## config.mk

```make
export PLATFORM = sky130hd
export DESIGN_NAME = mc_cu
export DESIGN_NICKNAME = d
export VERILOG_FILES = /design/src/rtl/mc_cu_pkg.sv /design/src/rtl/mc_decode.sv /design/src/rtl/mc_cu.sv
export SDC_FILE = /design/constraint.sdc
export NUM_CORES = 1
export LEC_CHECK = 0
export ABC_AREA = 0
export CAP_MARGIN = 15
export CORE_ASPECT_RATIO = 1.4
export CORE_UTILIZATION = 43
export DETAILED_ROUTE_END_ITERATION = 12
export GPL_TIMING_DRIVEN = 0
export HOLD_SLACK_MARGIN = 0.1
export PLACE_DENSITY = 0.8
export SLEW_MARGIN = 20
export SYNTH_ARGS = -nofsm -noshare
export SYNTH_HDL_FRONTEND = slang
export SYNTH_SLANG_ARGS = --single-unit
```

## constraint.sdc

```tcl
create_clock -name i_clock -period 3.3 [get_ports i_clock]
set_input_delay 0.66 -clock i_clock [delete_from_list [all_inputs] [get_ports i_clock]]
set_output_delay 0.66 -clock i_clock [all_outputs]
set_load 0.02 [all_outputs]
```

## src/rtl/mc_cu_pkg.sv

```systemverilog
// Shared constants and types for the multi-cycle MIPS control unit:
// opcode/func codes, state encodings, ALU codes and datapath mux encodings.
package mc_cu_pkg;

    localparam logic [5:0] OP_RTYPE = 6'b000000;
    localparam logic [5:0] OP_J     = 6'b000010;
    localparam logic [5:0] OP_JAL   = 6'b000011;
    localparam logic [5:0] OP_BEQ   = 6'b000100;
    localparam logic [5:0] OP_BNE   = 6'b000101;
    localparam logic [5:0] OP_ADDI  = 6'b001000;
    localparam logic [5:0] OP_ANDI  = 6'b001100;
    localparam logic [5:0] OP_ORI   = 6'b001101;
    localparam logic [5:0] OP_XORI  = 6'b001110;
    localparam logic [5:0] OP_LUI   = 6'b001111;
    localparam logic [5:0] OP_LW    = 6'b100011;
    localparam logic [5:0] OP_SW    = 6'b101011;

    localparam logic [5:0] FN_ADD = 6'b100000;
    localparam logic [5:0] FN_SUB = 6'b100010;
    localparam logic [5:0] FN_AND = 6'b100100;
    localparam logic [5:0] FN_OR  = 6'b100101;
    localparam logic [5:0] FN_XOR = 6'b100110;
    localparam logic [5:0] FN_SLL = 6'b000000;
    localparam logic [5:0] FN_SRL = 6'b000010;
    localparam logic [5:0] FN_SRA = 6'b000011;
    localparam logic [5:0] FN_JR  = 6'b001000;

    localparam logic [2:0] ST_IF  = 3'd0;
    localparam logic [2:0] ST_ID  = 3'd1;
    localparam logic [2:0] ST_EXE = 3'd2;
    localparam logic [2:0] ST_MEM = 3'd3;
    localparam logic [2:0] ST_WB  = 3'd4;

    localparam logic [3:0] ALUC_ADD = 4'b0000;
    localparam logic [3:0] ALUC_SUB = 4'b0100;
    localparam logic [3:0] ALUC_AND = 4'b0001;
    localparam logic [3:0] ALUC_OR  = 4'b0101;
    localparam logic [3:0] ALUC_XOR = 4'b0010;
    localparam logic [3:0] ALUC_LUI = 4'b0110;
    localparam logic [3:0] ALUC_SLL = 4'b0011;
    localparam logic [3:0] ALUC_SRL = 4'b0111;
    localparam logic [3:0] ALUC_SRA = 4'b1111;

    typedef enum logic [1:0] {
        PCSRC_ALU  = 2'b00,
        PCSRC_TGT  = 2'b01,
        PCSRC_REGA = 2'b10,
        PCSRC_JUMP = 2'b11
    } pcsrc_e;

    typedef enum logic [1:0] {
        SRCB_REGB   = 2'b00,
        SRCB_FOUR   = 2'b01,
        SRCB_IMM    = 2'b10,
        SRCB_IMM_SH = 2'b11
    } srcb_e;

    typedef struct packed {
        logic is_add;
        logic is_sub;
        logic is_and;
        logic is_or;
        logic is_xor;
        logic is_sll;
        logic is_srl;
        logic is_sra;
        logic is_jr;
        logic is_addi;
        logic is_andi;
        logic is_ori;
        logic is_xori;
        logic is_lui;
        logic is_lw;
        logic is_sw;
        logic is_beq;
        logic is_bne;
        logic is_j;
        logic is_jal;
    } instr_t;

    // ALU code for register and immediate arithmetic; anything else adds.
    function automatic logic [3:0] alu_code(input instr_t f);
        logic [3:0] code;
        code = ALUC_ADD;
        if (f.is_sub)                 code = ALUC_SUB;
        else if (f.is_and | f.is_andi) code = ALUC_AND;
        else if (f.is_or  | f.is_ori)  code = ALUC_OR;
        else if (f.is_xor | f.is_xori) code = ALUC_XOR;
        else if (f.is_lui)             code = ALUC_LUI;
        else if (f.is_sll)             code = ALUC_SLL;
        else if (f.is_srl)             code = ALUC_SRL;
        else if (f.is_sra)             code = ALUC_SRA;
        return code;
    endfunction

endpackage

```

## src/rtl/mc_decode.sv

```systemverilog
// Combinational instruction decoder: op/func to one-hot instruction flags,
// with an illegal flag when no supported instruction matches.
module mc_decode
    import mc_cu_pkg::*;
(
    input  logic [5:0] i_op,
    input  logic [5:0] i_func,
    output instr_t     o_instr,
    output logic       o_illegal
);

    always_comb begin
        o_instr = '0;
        case (i_op)
            OP_RTYPE: begin
                case (i_func)
                    FN_ADD:  o_instr.is_add = 1'b1;
                    FN_SUB:  o_instr.is_sub = 1'b1;
                    FN_AND:  o_instr.is_and = 1'b1;
                    FN_OR:   o_instr.is_or  = 1'b1;
                    FN_XOR:  o_instr.is_xor = 1'b1;
                    FN_SLL:  o_instr.is_sll = 1'b1;
                    FN_SRL:  o_instr.is_srl = 1'b1;
                    FN_SRA:  o_instr.is_sra = 1'b1;
                    FN_JR:   o_instr.is_jr  = 1'b1;
                    default: ;
                endcase
            end
            OP_ADDI: o_instr.is_addi = 1'b1;
            OP_ANDI: o_instr.is_andi = 1'b1;
            OP_ORI:  o_instr.is_ori  = 1'b1;
            OP_XORI: o_instr.is_xori = 1'b1;
            OP_LUI:  o_instr.is_lui  = 1'b1;
            OP_LW:   o_instr.is_lw   = 1'b1;
            OP_SW:   o_instr.is_sw   = 1'b1;
            OP_BEQ:  o_instr.is_beq  = 1'b1;
            OP_BNE:  o_instr.is_bne  = 1'b1;
            OP_J:    o_instr.is_j    = 1'b1;
            OP_JAL:  o_instr.is_jal  = 1'b1;
            default: ;
        endcase
    end

    assign o_illegal = (o_instr == '0);

endmodule

```

## src/rtl/mc_cu.sv

```systemverilog
// Multi-cycle control unit for the shared-memory MIPS datapath.
// Define MC_CU_PERF_CNT_EN to add the cycle and retired-instruction counters.
module mc_cu
    import mc_cu_pkg::*;
#(
    parameter int unsigned STATE_W  = 3,
    parameter int unsigned WAIT_MAX = 15
) (
    input  logic               i_clock,
    input  logic               i_reset,
    input  logic [5:0]         i_op,
    input  logic [5:0]         i_func,
    input  logic               i_z,
    input  logic               i_mem_ack,
    output logic               o_mem_req,
    output logic               o_iord,
    output logic               o_wmem,
    output logic               o_wir,
    output logic               o_wpc,
    output logic               o_wtgt,
    output logic               o_wreg,
    output logic               o_regrt,
    output logic               o_m2reg,
    output logic               o_jal,
    output logic               o_shift,
    output logic               o_alusrca,
    output logic [1:0]         o_alusrcb,
    output logic               o_sext,
    output logic [3:0]         o_aluc,
    output logic [1:0]         o_pcsource,
    output logic [STATE_W-1:0] o_state,
`ifdef MC_CU_PERF_CNT_EN
    output logic [31:0]        o_cyc_cnt,
    output logic [31:0]        o_instr_cnt,
`endif
    output logic               o_mem_timeout
);

    localparam logic [STATE_W-1:0] S_IF  = STATE_W'(ST_IF);
    localparam logic [STATE_W-1:0] S_ID  = STATE_W'(ST_ID);
    localparam logic [STATE_W-1:0] S_EXE = STATE_W'(ST_EXE);
    localparam logic [STATE_W-1:0] S_MEM = STATE_W'(ST_MEM);
    localparam logic [STATE_W-1:0] S_WB  = STATE_W'(ST_WB);

    localparam int unsigned CNT_W = (WAIT_MAX < 2) ? 1 : $clog2(WAIT_MAX + 1);

    logic [STATE_W-1:0] r_state;
    logic [STATE_W-1:0] w_state_nxt;
    logic [CNT_W-1:0]   r_wait;
    instr_t             w_instr;
    logic               w_illegal;
    logic               w_rtype;
    logic               w_alu_imm;

    mc_decode u_decode (
        .i_op      (i_op),
        .i_func    (i_func),
        .o_instr   (w_instr),
        .o_illegal (w_illegal)
    );

    assign w_rtype   = w_instr.is_add | w_instr.is_sub | w_instr.is_and | w_instr.is_or |
                       w_instr.is_xor | w_instr.is_sll | w_instr.is_srl | w_instr.is_sra;
    assign w_alu_imm = w_instr.is_addi | w_instr.is_andi | w_instr.is_ori |
                       w_instr.is_xori | w_instr.is_lui;

    always_comb begin
        w_state_nxt   = r_state;
        o_mem_req     = 1'b0;
        o_iord        = 1'b0;
        o_wmem        = 1'b0;
        o_wir         = 1'b0;
        o_wpc         = 1'b0;
        o_wtgt        = 1'b0;
        o_wreg        = 1'b0;
        o_regrt       = 1'b0;
        o_m2reg       = 1'b0;
        o_jal         = 1'b0;
        o_shift       = 1'b0;
        o_alusrca     = 1'b0;
        o_alusrcb     = SRCB_REGB;
        o_sext        = 1'b0;
        o_aluc        = ALUC_ADD;
        o_pcsource    = PCSRC_ALU;
        o_mem_timeout = 1'b0;

        case (r_state)
            S_IF: begin
                o_mem_req = 1'b1;
                o_alusrcb = SRCB_FOUR;
                if (i_mem_ack) begin
                    o_wir       = 1'b1;
                    o_wpc       = 1'b1;
                    w_state_nxt = S_ID;
                end
            end
            S_ID: begin
                o_alusrcb   = SRCB_IMM_SH;
                o_sext      = 1'b1;
                w_state_nxt = S_EXE;
                if (w_illegal) begin
                    w_state_nxt = S_IF;
                end else begin
                    o_wtgt = 1'b1;
                    if (w_instr.is_j | w_instr.is_jal) begin
                        o_wpc       = 1'b1;
                        o_pcsource  = PCSRC_JUMP;
                        o_wreg      = w_instr.is_jal;
                        o_jal       = w_instr.is_jal;
                        w_state_nxt = S_IF;
                    end else if (w_instr.is_jr) begin
                        o_wpc       = 1'b1;
                        o_pcsource  = PCSRC_REGA;
                        w_state_nxt = S_IF;
                    end
                end
            end
            S_EXE: begin
                o_alusrca = 1'b1;
                o_shift   = w_instr.is_sll | w_instr.is_srl | w_instr.is_sra;
                if (w_rtype) begin
                    o_aluc      = alu_code(w_instr);
                    w_state_nxt = S_WB;
                end else if (w_alu_imm) begin
                    o_alusrcb   = SRCB_IMM;
                    o_sext      = w_instr.is_addi;
                    o_aluc      = alu_code(w_instr);
                    w_state_nxt = S_WB;
                end else if (w_instr.is_lw | w_instr.is_sw) begin
                    o_alusrcb   = SRCB_IMM;
                    o_sext      = 1'b1;
                    w_state_nxt = S_MEM;
                end else begin
                    o_aluc      = ALUC_SUB;
                    o_wpc       = (w_instr.is_beq & i_z) | (w_instr.is_bne & ~i_z);
                    o_pcsource  = PCSRC_TGT;
                    w_state_nxt = S_IF;
                end
            end
            S_MEM: begin
                o_mem_req = 1'b1;
                o_iord    = 1'b1;
                o_wmem    = w_instr.is_sw;
                if (i_mem_ack) begin
                    w_state_nxt = w_instr.is_sw ? S_IF : S_WB;
                end
            end
            S_WB: begin
                o_wreg      = 1'b1;
                o_regrt     = ~w_rtype;
                o_m2reg     = w_instr.is_lw;
                w_state_nxt = S_IF;
            end
            default: w_state_nxt = S_IF;
        endcase

        // Abandon the access on the cycle that would make WAIT_MAX unacked cycles.
        if (WAIT_MAX != 0 && o_mem_req && !i_mem_ack && r_wait == CNT_W'(WAIT_MAX - 1)) begin
            o_mem_timeout = 1'b1;
            w_state_nxt   = S_IF;
        end

        // Reset must kill the request and every strobe without waiting for a clock.
        if (i_reset) begin
            o_mem_req     = 1'b0;
            o_iord        = 1'b0;
            o_wmem        = 1'b0;
            o_wir         = 1'b0;
            o_wpc         = 1'b0;
            o_wtgt        = 1'b0;
            o_wreg        = 1'b0;
            o_regrt       = 1'b0;
            o_m2reg       = 1'b0;
            o_jal         = 1'b0;
            o_shift       = 1'b0;
            o_alusrca     = 1'b0;
            o_alusrcb     = SRCB_REGB;
            o_sext        = 1'b0;
            o_aluc        = ALUC_ADD;
            o_pcsource    = PCSRC_ALU;
            o_mem_timeout = 1'b0;
        end
    end

    always_ff @(posedge i_clock or posedge i_reset) begin
        if (i_reset) begin
            r_state <= S_IF;
        end else begin
            r_state <= w_state_nxt;
        end
    end

    // A timeout from IF stays in IF, so it must clear the counter explicitly.
    always_ff @(posedge i_clock or posedge i_reset) begin
        if (i_reset) begin
            r_wait <= '0;
        end else if (w_state_nxt != r_state || o_mem_timeout) begin
            r_wait <= '0;
        end else if (o_mem_req && !i_mem_ack && r_wait != '1) begin
            r_wait <= r_wait + CNT_W'(1);
        end
    end

    assign o_state = r_state;

`ifdef MC_CU_PERF_CNT_EN
    logic [31:0] r_cyc_cnt;
    logic [31:0] r_instr_cnt;

    always_ff @(posedge i_clock or posedge i_reset) begin
        if (i_reset) begin
            r_cyc_cnt   <= '0;
            r_instr_cnt <= '0;
        end else begin
            r_cyc_cnt <= r_cyc_cnt + 32'd1;
            if (w_state_nxt == S_IF && r_state != S_IF) begin
                r_instr_cnt <= r_instr_cnt + 32'd1;
            end
        end
    end

    assign o_cyc_cnt   = r_cyc_cnt;
    assign o_instr_cnt = r_instr_cnt;
`endif

endmodule

```

==> reports/metrics.csv, run 1 <==
stage,metric,value,unit
global_route,grt_max_degree,11,
status,status,completed,
power,power,0.5787,mW
detailed_routing,dr.pass1.iters,4,
logic_synthesis,synthTopCellsByCount,"21 x nor2_1, 8 x a21oi_1, 7 x dfrtp_1, 7 x nand2_1, 7 x nor3_1",
power,p_comb_frac,0.642,
logic_synthesis,synth_cells,139,
cells_and_area,area_delta_synth_final,45.27,%
critical_path,rrSetupSlack,1.19,ns
power,netSwitchingFraction,0.4737,
cells_and_area,insertedDiodeCount,0,
sta,min_period,3.226,ns
global_route,grt_pass1_vias,1200,
detailed_routing,wl_per_cell,15.22,um
place,place_inst,198,
global_route,antenna_found_initial,0,
sta,rsz0062_at_grt,yes,
place,place_congestion,0.8284,
sta,tightest_slew,0.4827,ns
sta,relSlewSlack,0.6757,
critical_path,critical_path_buf_inv_count,2,
sta,timing.final.crit_share,0.9775,
clocking,clk_latency,0.25,ns
power,clockPowerShare,0.137,
detailed_routing,wirelength,3.136,mm
sta,max_freq,0.3100,GHz
logic_synthesis,synth_edf_count,0,
global_route,grt_pass1_wl,4.968,mm
sta,worst_slack,0.07438,ns
critical_path,crit_chain,dlygate4sd2_1 -> or4_4 -> nor4b_4 -> a31oi_2 -> a311oi_2 -> and4_1 -> buf_4,
power,seqPwrFrac,0.221,
sta,finalHoldViolCount,0,
detailed_routing,vias,1264,
critical_path,endpoint,o_aluc[3],
critical_path,path_class,in -> out,
critical_path,cp.arrival,2.57,ns
detailed_routing,via_per_inst,6.136,
place,pre_cts_slack,-1.159,ns
critical_path,cp-end-kind,output pin,
sta,timing.hold.ws,0.5360,ns
place,io_buffers,37,
global_route,grt_overflow,0,
critical_path,r2r_cells,6,
place,place_hpwl,2.423,mm
critical_path,cp_max_fo,3,
logic_synthesis,syn_area,992.2,um2
clocking,cts_sinks,7,
critical_path,critPathRequiredTime,2.64,ns
critical_path,timing.rr.end,r_wait[1]$_DFFE_PP0P_,
cells_and_area,fillCellCount,208,
clocking,cts_buffers,3,
floorplan,fp.coreArea,2177,um2
logic_synthesis,synthTopCellsByArea,"dfrtp_1 18%, nor2_1 7.9%, a21oi_1 4.0%",
detailed_routing,drc,0,
critical_path,slowest_stage,or4_4,
floorplan,initial_core_util,0.4557,
job,maxCapViolCount,0,
global_route,groute.usage.overall,0.2579,
clocking,cts_tree,built,
power,p_int,0.3045,mW
critical_path,crit_family,simple AND/OR/NAND/NOR gates,
power,power_density,401.5,nW/um2
floorplan,die-area,2506,um2
logic_synthesis,synth.most_common_cell,nor2_1,
logic_synthesis,async_reset_ff_frac,1.000,
sta,clock_skew,0.0009291,ns
critical_path,crit_path_start_kind,primary input,
clocking,h-tree-depth,1,
critical_path,r2r_start,o_state[2]$_DFF_PP0_,
cells_and_area,final_cells,206,
clocking,root_buffer,clkbuf_4,
logic_synthesis,syn_nets,157,
power,vdd_drop_max,0.2269,mV
sta,drv_slew,0,
clocking,clockBufferDepth,2,
detailed_routing,drt.antenna.violating_nets,0,
power,p_leak,0.5801,nW
logic_synthesis,yosysSeqAreaShare,0.1765,
floorplan,io_pins,41,
power,switching_power,0.2741,mW
logic_synthesis,yosysWarnings,0,
logic_synthesis,post-synth-top-area-cell,dfrtp_1,
logic_synthesis,synth_cell_types,48,
logic_synthesis,synth_seq_cells,7,
cells_and_area,fin_nets,203,
worst_hold_path,worst_hold_path_type,in -> async,
clocking,clk_pin_slew_worst_paths,0.05,ns
logic_synthesis,ys.flop_type,dfrtp_1,
cells_and_area,drive_gt1_frac,0.1957,
critical_path,path_depth,7,
floorplan,die-height,58.84,um
critical_path,crit_start,i_op[3],
sta,setup_violations,0,
logic_synthesis,synth_top_area_frac,0.1765,
floorplan,num_rows,20,
critical_path,max_stage_delay,0.50,ns
logic_synthesis,avgSynthCellArea,7.138,um2
detailed_routing,drtIter0Drc,17,
floorplan,die_w,42.60,um
power by group through the flow:
stage                     clock (mW)  sequential (mW)  combinational [mW]
final                         0.0791            0.128               0.372
after global routing          0.0860            0.131               0.406
after CTS                     0.0821            0.128               0.369
after detailed placement           0            0.129               0.375
after global placement             0            0.127               0.368
after floorplan                    0            0.136               0.218
metrics by stage:
step | utilization | cell area, um2 | TNS (ns)
final | 0.6621 | 1441 | 0
after global routing | 0.6621 | 1441 | -0.01403
after CTS | 0.6598 | 1436 | 0
after detailed placement | 0.6385 | 1390 | -7.421
after global placement | 0.6385 | 1390 | -7.079
after floorplan | - | 992.2 | 0
repair_timing:
action,in CTS,in global routing
setup buffers,3,1
pin swaps,5,1
gates resized for setup,36,14
endpoints found under the setup margin,15,11
hold buffers,0,0
cell usage in the layout (no fill, tap or decap), types with 5 or more instances in the layout:
master / count
nand2_1: 7
clkdlybuf4s50_1: 21
inv_1: 6
dfrtp_1: 7
a31oi_1: 5
dlygate4sd2_1: 7
nor3_1: 7
a21oi_1: 8
nor2_1: 21
nand2b_1: 5
clkbuf_2: 5
nand3_1: 6
buf_4: 7
worst min-delay path by stage:
stage / start / endpoint / depth (start not counted)
after floorplan: i_reset / o_state[0]$_DFF_PP0_ / 1
final: i_reset / r_wait[3]$_DFFE_PP0P_ / 2
after global routing: i_reset / r_wait[3]$_DFFE_PP0P_ / 2
after detailed placement: r_wait[1]$_DFFE_PP0P_ / r_wait[1]$_DFFE_PP0P_ / 2
after global placement: r_wait[1]$_DFFE_PP0P_ / r_wait[1]$_DFFE_PP0P_ / 2
after CTS: i_reset / r_wait[3]$_DFFE_PP0P_ / 2
registers in the layout, indices dropped and copies added, names as in the netlist:
| signal | count |
|---|---|
| o_state | 3 |
| r_wait | 4 |
layout make-up:
type | instances | area, um2 | share of cell area
repair buffers | 41 | 362.8 | 0.2517
clock buffers | 4 | 26.28 | 0.01823
plain buffers | 8 | 53.80 | 0.03733
well taps | 22 | 27.53 | 0.01910
multi-input cells | 118 | 773.2 | 0.5365
inverters | 6 | 22.52 | 0.01563
flip-flops and latches | 7 | 175.2 | 0.1215
kinds of logic (layout without fill, tap and decap cells):
family                     count (synthesis)  in the layout  share of synthesized area
muxes                                      2              2                    0.02144
buffers and inverters                     14             59                    0.07566
adders and majority gates                  2              2                    0.02522
xor gates and xnor gates                   2              2                    0.01766
AOI/OAI and AO/OA                         34             34                     0.2333
and+or+nand+nor                           78             78                     0.4502
DFF                                        7              7                     0.1765
layer usage:
layer,part of all wire,vias to the layer above,GRT usage
li1,-,610,-
met1,0.38,590,0.2650
met2,0.56,58,0.5077
met3,0.041,6,0.01227
met4,0.018,0,0.1429
met5,0,-,0
(Power assumes the default switching activity.)
==> run 2, diff against run 1 <==
--- a/config.mk
+++ b/config.mk
@@ -5,10 +5,10 @@
 export SDC_FILE = /design/constraint.sdc
 export NUM_CORES = 1
 export LEC_CHECK = 0
-export ABC_AREA = 0
+export ABC_AREA = 1
 export CAP_MARGIN = 15
 export CORE_ASPECT_RATIO = 1.4
-export CORE_UTILIZATION = 43
+export CORE_UTILIZATION = 46
 export DETAILED_ROUTE_END_ITERATION = 12
 export GPL_TIMING_DRIVEN = 0
 export HOLD_SLACK_MARGIN = 0.1
@@ -16,4 +16,5 @@
 export SLEW_MARGIN = 20
 export SYNTH_ARGS = -nofsm -noshare
 export SYNTH_HDL_FRONTEND = slang
+export SYNTH_HIERARCHICAL = 1
 export SYNTH_SLANG_ARGS = --single-unit
==> run 2 against run 1 <==
Against the previous run:
- cell count grew 58%
- count of clock-buffer cells in the layout unchanged
- synthesized cell count increased by 74%
- clock skew grew 0.0059 ns
- clock power grew 3.4%
- routed wire length grew 6.6%
- critical path depth fell by 2
- non-clock buffer count shrank 4
- highest routed layer unchanged
- combinational power is 58% lower
==> reports/metrics.csv, run 2 <==
stage,metric,value,unit,change
sta,min_period,3.147,ns,-0.07821 ns
logic_synthesis,synth_compound_area_frac,0.08325,,-0.1500
detailed_routing,via_per_inst,4.917,,-20%
critical_path,path_class,in -> out,,
logic_synthesis,syn_nets,260,,+66%
power,vdd_drop_max,0.1044,mV,-54%
cells_and_area,multi_input_area,960.9,um2,+24%
logic_synthesis,synth_top_area_frac,0.1986,,+0.02205
place,io_buffers,40,,+8.1%
cells_and_area,mostFrequentLayoutCell,nor2_1,,
clocking,clk_pin_slew_worst_paths,0.05,ns,about the same
sta,clock_skew,0.006793,ns,+0.005864 ns
detailed_routing,wl_per_cell,10.25,um,-33%
critical_path,crit_start,i_reset,,
critical_path,critPathRequiredTime,2.64,ns,about the same
logic_synthesis,synthSimpleGateAreaFrac,0.5667,,+0.1165
sta,worst_slack,0.1526,ns,+0.07821 ns
floorplan,initial_core_util,0.4821,,+0.02636
cells_and_area,final_cells,326,,+58%
critical_path,slowest_stage,clkdlybuf4s50_1,,
logic_synthesis,post-synth-top-area-cell,nor2_1,,
critical_path,crit_path_start_kind,primary input,,
clocking,root_buffer,clkbuf_4,,
logic_synthesis,syn_area,1247,um2,+26%
sta,max_freq,0.3177,GHz,+2.5%
worst_hold_path,hold_path_startpoint,r_wait[3]$_DFFE_PP0P_,,
cells_and_area,largest_register_ffs,4,,unchanged
clocking,cts_buffers,3,,unchanged
logic_synthesis,synthXorXnorAreaFrac,0.02106,,+0.003409
logic_synthesis,async_reset_ff_frac,1.000,,unchanged
power,clockPowerShare,0.240,,+0.103
detailed_routing,drtIter0Drc,35,,+18
global_route,groute.usage.overall,0.2477,,-0.01025
cells_and_area,final_cell_mix,"54 x nor2_1, 50 x inv_1, 42 x nand2_1",,
place,place_congestion,0.8386,,+1.2%
critical_path,crit_chain,clkdlybuf4s50_1 -> inv_1 -> nand3_1 -> nor2_1 -> clkdlybuf4s50_1,,
power,netSwitchingFraction,0.4110,,-0.06278
worst_hold_path,worst_hold_path_type,reg -> reg,,
clocking,clockBufferDepth,2,,unchanged
logic_synthesis,ys.flop_type,dfrtp_1,,
clocking,clk_latency,0.26,ns,about the same
sta,fin_setup_tns,0,ns,unchanged
job,maxCapViolCount,0,,unchanged
global_route,grt_overflow,0,,unchanged
cells_and_area,register_area,175.2,um2,unchanged
logic_synthesis,synthAdderAreaFrac,0.02006,,-0.005161
sta,relSlewSlack,0.7018,,+0.02603
logic_synthesis,yosysSeqAreaShare,0.1404,,-0.03612
sta,tightest_slew,0.4473,ns,-0.03533 ns
detailed_routing,drc,0,,unchanged
power,seqPwrFrac,0.299,,+0.078
detailed_routing,vias,1603,,+27%
detailed_routing,dr.pass1.iters,4,,unchanged
critical_path,cpMostUsedCell,clkdlybuf4s50_1,,
floorplan,fp.coreArea,2587,um2,+19%
logic_synthesis,synth.most_common_cell,nor2_1,,
cells_and_area,drive_gt1_frac,0.1862,,-0.009445
clocking,cts_tree,built,,
critical_path,r2r_start,o_state[0]$_DFF_PP0_,,
power,p_comb_frac,0.461,,-0.181
cells_and_area,fillCellCount,261,,+25%
floorplan,die-height,63.62,um,+8.1%
status,status,completed,,
floorplan,io_pins,41,,unchanged
place,pre_cts_slack,-0.6664,ns,+0.4929 ns
floorplan,num_rows,22,,+10%
place,place_inst,318,,+61%
sta,rsz0062_at_grt,no,,
logic_synthesis,avgSynthCellArea,5.155,um2,-28%
global_route,grt_max_degree,11,,unchanged
logic_synthesis,synth_cell_types,26,,-46%
power,switching_power,0.1398,mW,-49%
sta,timing.final.crit_share,0.9538,,-0.02370
critical_path,rrSetupSlack,1.76,ns,+0.57 ns
sta,drv_slew,0,,unchanged
critical_path,max_stage_delay,0.61,ns,+0.11 ns
floorplan,die-area,2927,um2,+17%
power,power_density,186.1,nW/um2,-54%
logic_synthesis,synth_edf_count,0,,unchanged
global_route,grt_pass1_wl,5.561,mm,+12%
logic_synthesis,synthTopCellsByCount,"66 x nor2_1, 51 x inv_1, 42 x nand2_1",,
logic_synthesis,muxShareOfSynthArea,0,,-0.02144
critical_path,cp-end-kind,output pin,,
cells_and_area,area_delta_synth_final,46.54,%,
cells_and_area,top_register,r_wait,,
logic_synthesis,synth_cells,242,,+74%
clocking,h-tree-depth,1,,unchanged
sta,setup_violations,0,,unchanged
detailed_routing,drt.antenna.violating_nets,0,,unchanged
logic_synthesis,synth_seq_cells,7,,unchanged
cells_and_area,fin_nets,309,,+52%
logic_synthesis,yosysWarnings,6,,+6
global_route,grt_pass1_vias,1499,,+25%
clocking,cts_sinks,7,,unchanged
power,power,0.3402,mW,-41%
place,place_hpwl,2.695,mm,+11%
floorplan,die_w,46.01,um,+8.0%
power,p_leak,1.055,nW,+82%
logic_synthesis,synthTopCellsByArea,"nor2_1 20%, inv_1 15%, dfrtp_1 14%",,
global_route,antenna_found_initial,0,,unchanged
clocking,cts_hold_buf,0,,unchanged
logic_synthesis,synth_top_family_by_area,simple AND/OR/NAND/NOR gates,,
critical_path,cp_max_fo,10,,+7
detailed_routing,wirelength,3.343,mm,+6.6%
cells_and_area,insertedDiodeCount,0,,unchanged
sta,finalHoldViolCount,0,,unchanged
power,p_int,0.2004,mW,-34%
critical_path,cp.arrival,2.49,ns,-0.08 ns
-- run 2: changes by cell type after synthesis, sizes merged, moves of 5 or more --
| cell | before | now |
|---|---|---|
| nand2b | 5 | 0 |
| a31oi | 6 | 0 |
| nor2 | 21 | 73 |
| inv | 6 | 55 |
| o21ai | 3 | 8 |
| nand3 | 6 | 24 |
| nand2 | 7 | 47 |
-- run 2: worst paths after layout --
check / cells after the start / endpoint
setup / recovery: 5 / o_m2reg
hold reg to reg: 2 / r_wait[3]$_DFFE_PP0P_
min in group asynchronous: 2 / o_state[2]$_DFF_PP0_
hold / removal: 2 / r_wait[3]$_DFFE_PP0P_
max in group asynchronous: 2 / r_wait[1]$_DFFE_PP0P_
setup reg to reg: 9 / r_wait[0]$_DFFE_PP0P_
-- run 2: final cells by class --
type,instances,share of cell area
inverter,55,0.1143
tap,36,0.02464
buffer,1,0.002053
multi-input combinational,179,0.5257
clock buffer,4,0.01437
timing repair buffer,44,0.2231
sequential,7,0.09582
-- run 2: stage by stage --
stage | util | instance area (um2) | hold WS, ns
6_report | 0.7065 | 1828 | 0.5839
5_1_grt | 0.7065 | 1828 | 0.6026
4_1_cts | 0.6813 | 1763 | 0.5900
3_5_place_dp | 0.6543 | 1693 | 0.5744
3_3_place_gp | 0.6543 | 1693 | 0.5701
2_1_floorplan | - | 1247 | 0.5112
-- run 2: logic make-up after synthesis --
| group | after synthesis |
|---|---|
| XOR/XNOR | 3 |
| AND/OR/NAND/NOR | 156 |
| adder cells (fa/ha/maj) | 2 |
| flip-flops | 7 |
| AO/OA/AOI/OAI | 18 |
| buffers and inverters | 56 |
-- run 2: what timing repair did --
item / 4_1_cts / 5_1_grt
resized for setup: 50 / 30
pin swaps: 4 / 8
buffers inserted: 3 / 1
setup endpoints to repair: 14 / 12
-- run 2: power by group through the flow --
stage	clock network [mW]	registers, mW	logic [mW]
final	0.0818	0.102	0.157
after global routing	0.0867	0.103	0.173
after CTS	0.0833	0.102	0.153
after detailed placement	0	0.103	0.150
after global placement	0	0.102	0.148
after floorplan	0	0.105	0.0875
-- run 2: metal layers --
metal	up-vias	part of all wire	track usage	wire length (um)
met5	-	0	0	0
met1	715	0.37	0.2400	1251
li1	836	-	-	-
met3	8	0.030	0.01433	99
met2	44	0.58	0.4824	1930
met4	0	0.018	0.1140	61
-- run 2: critical path, delay by kind of cell --
family        cells  cell delay (ns)
buf+inv           3             1.47
simple gates      2             0.35
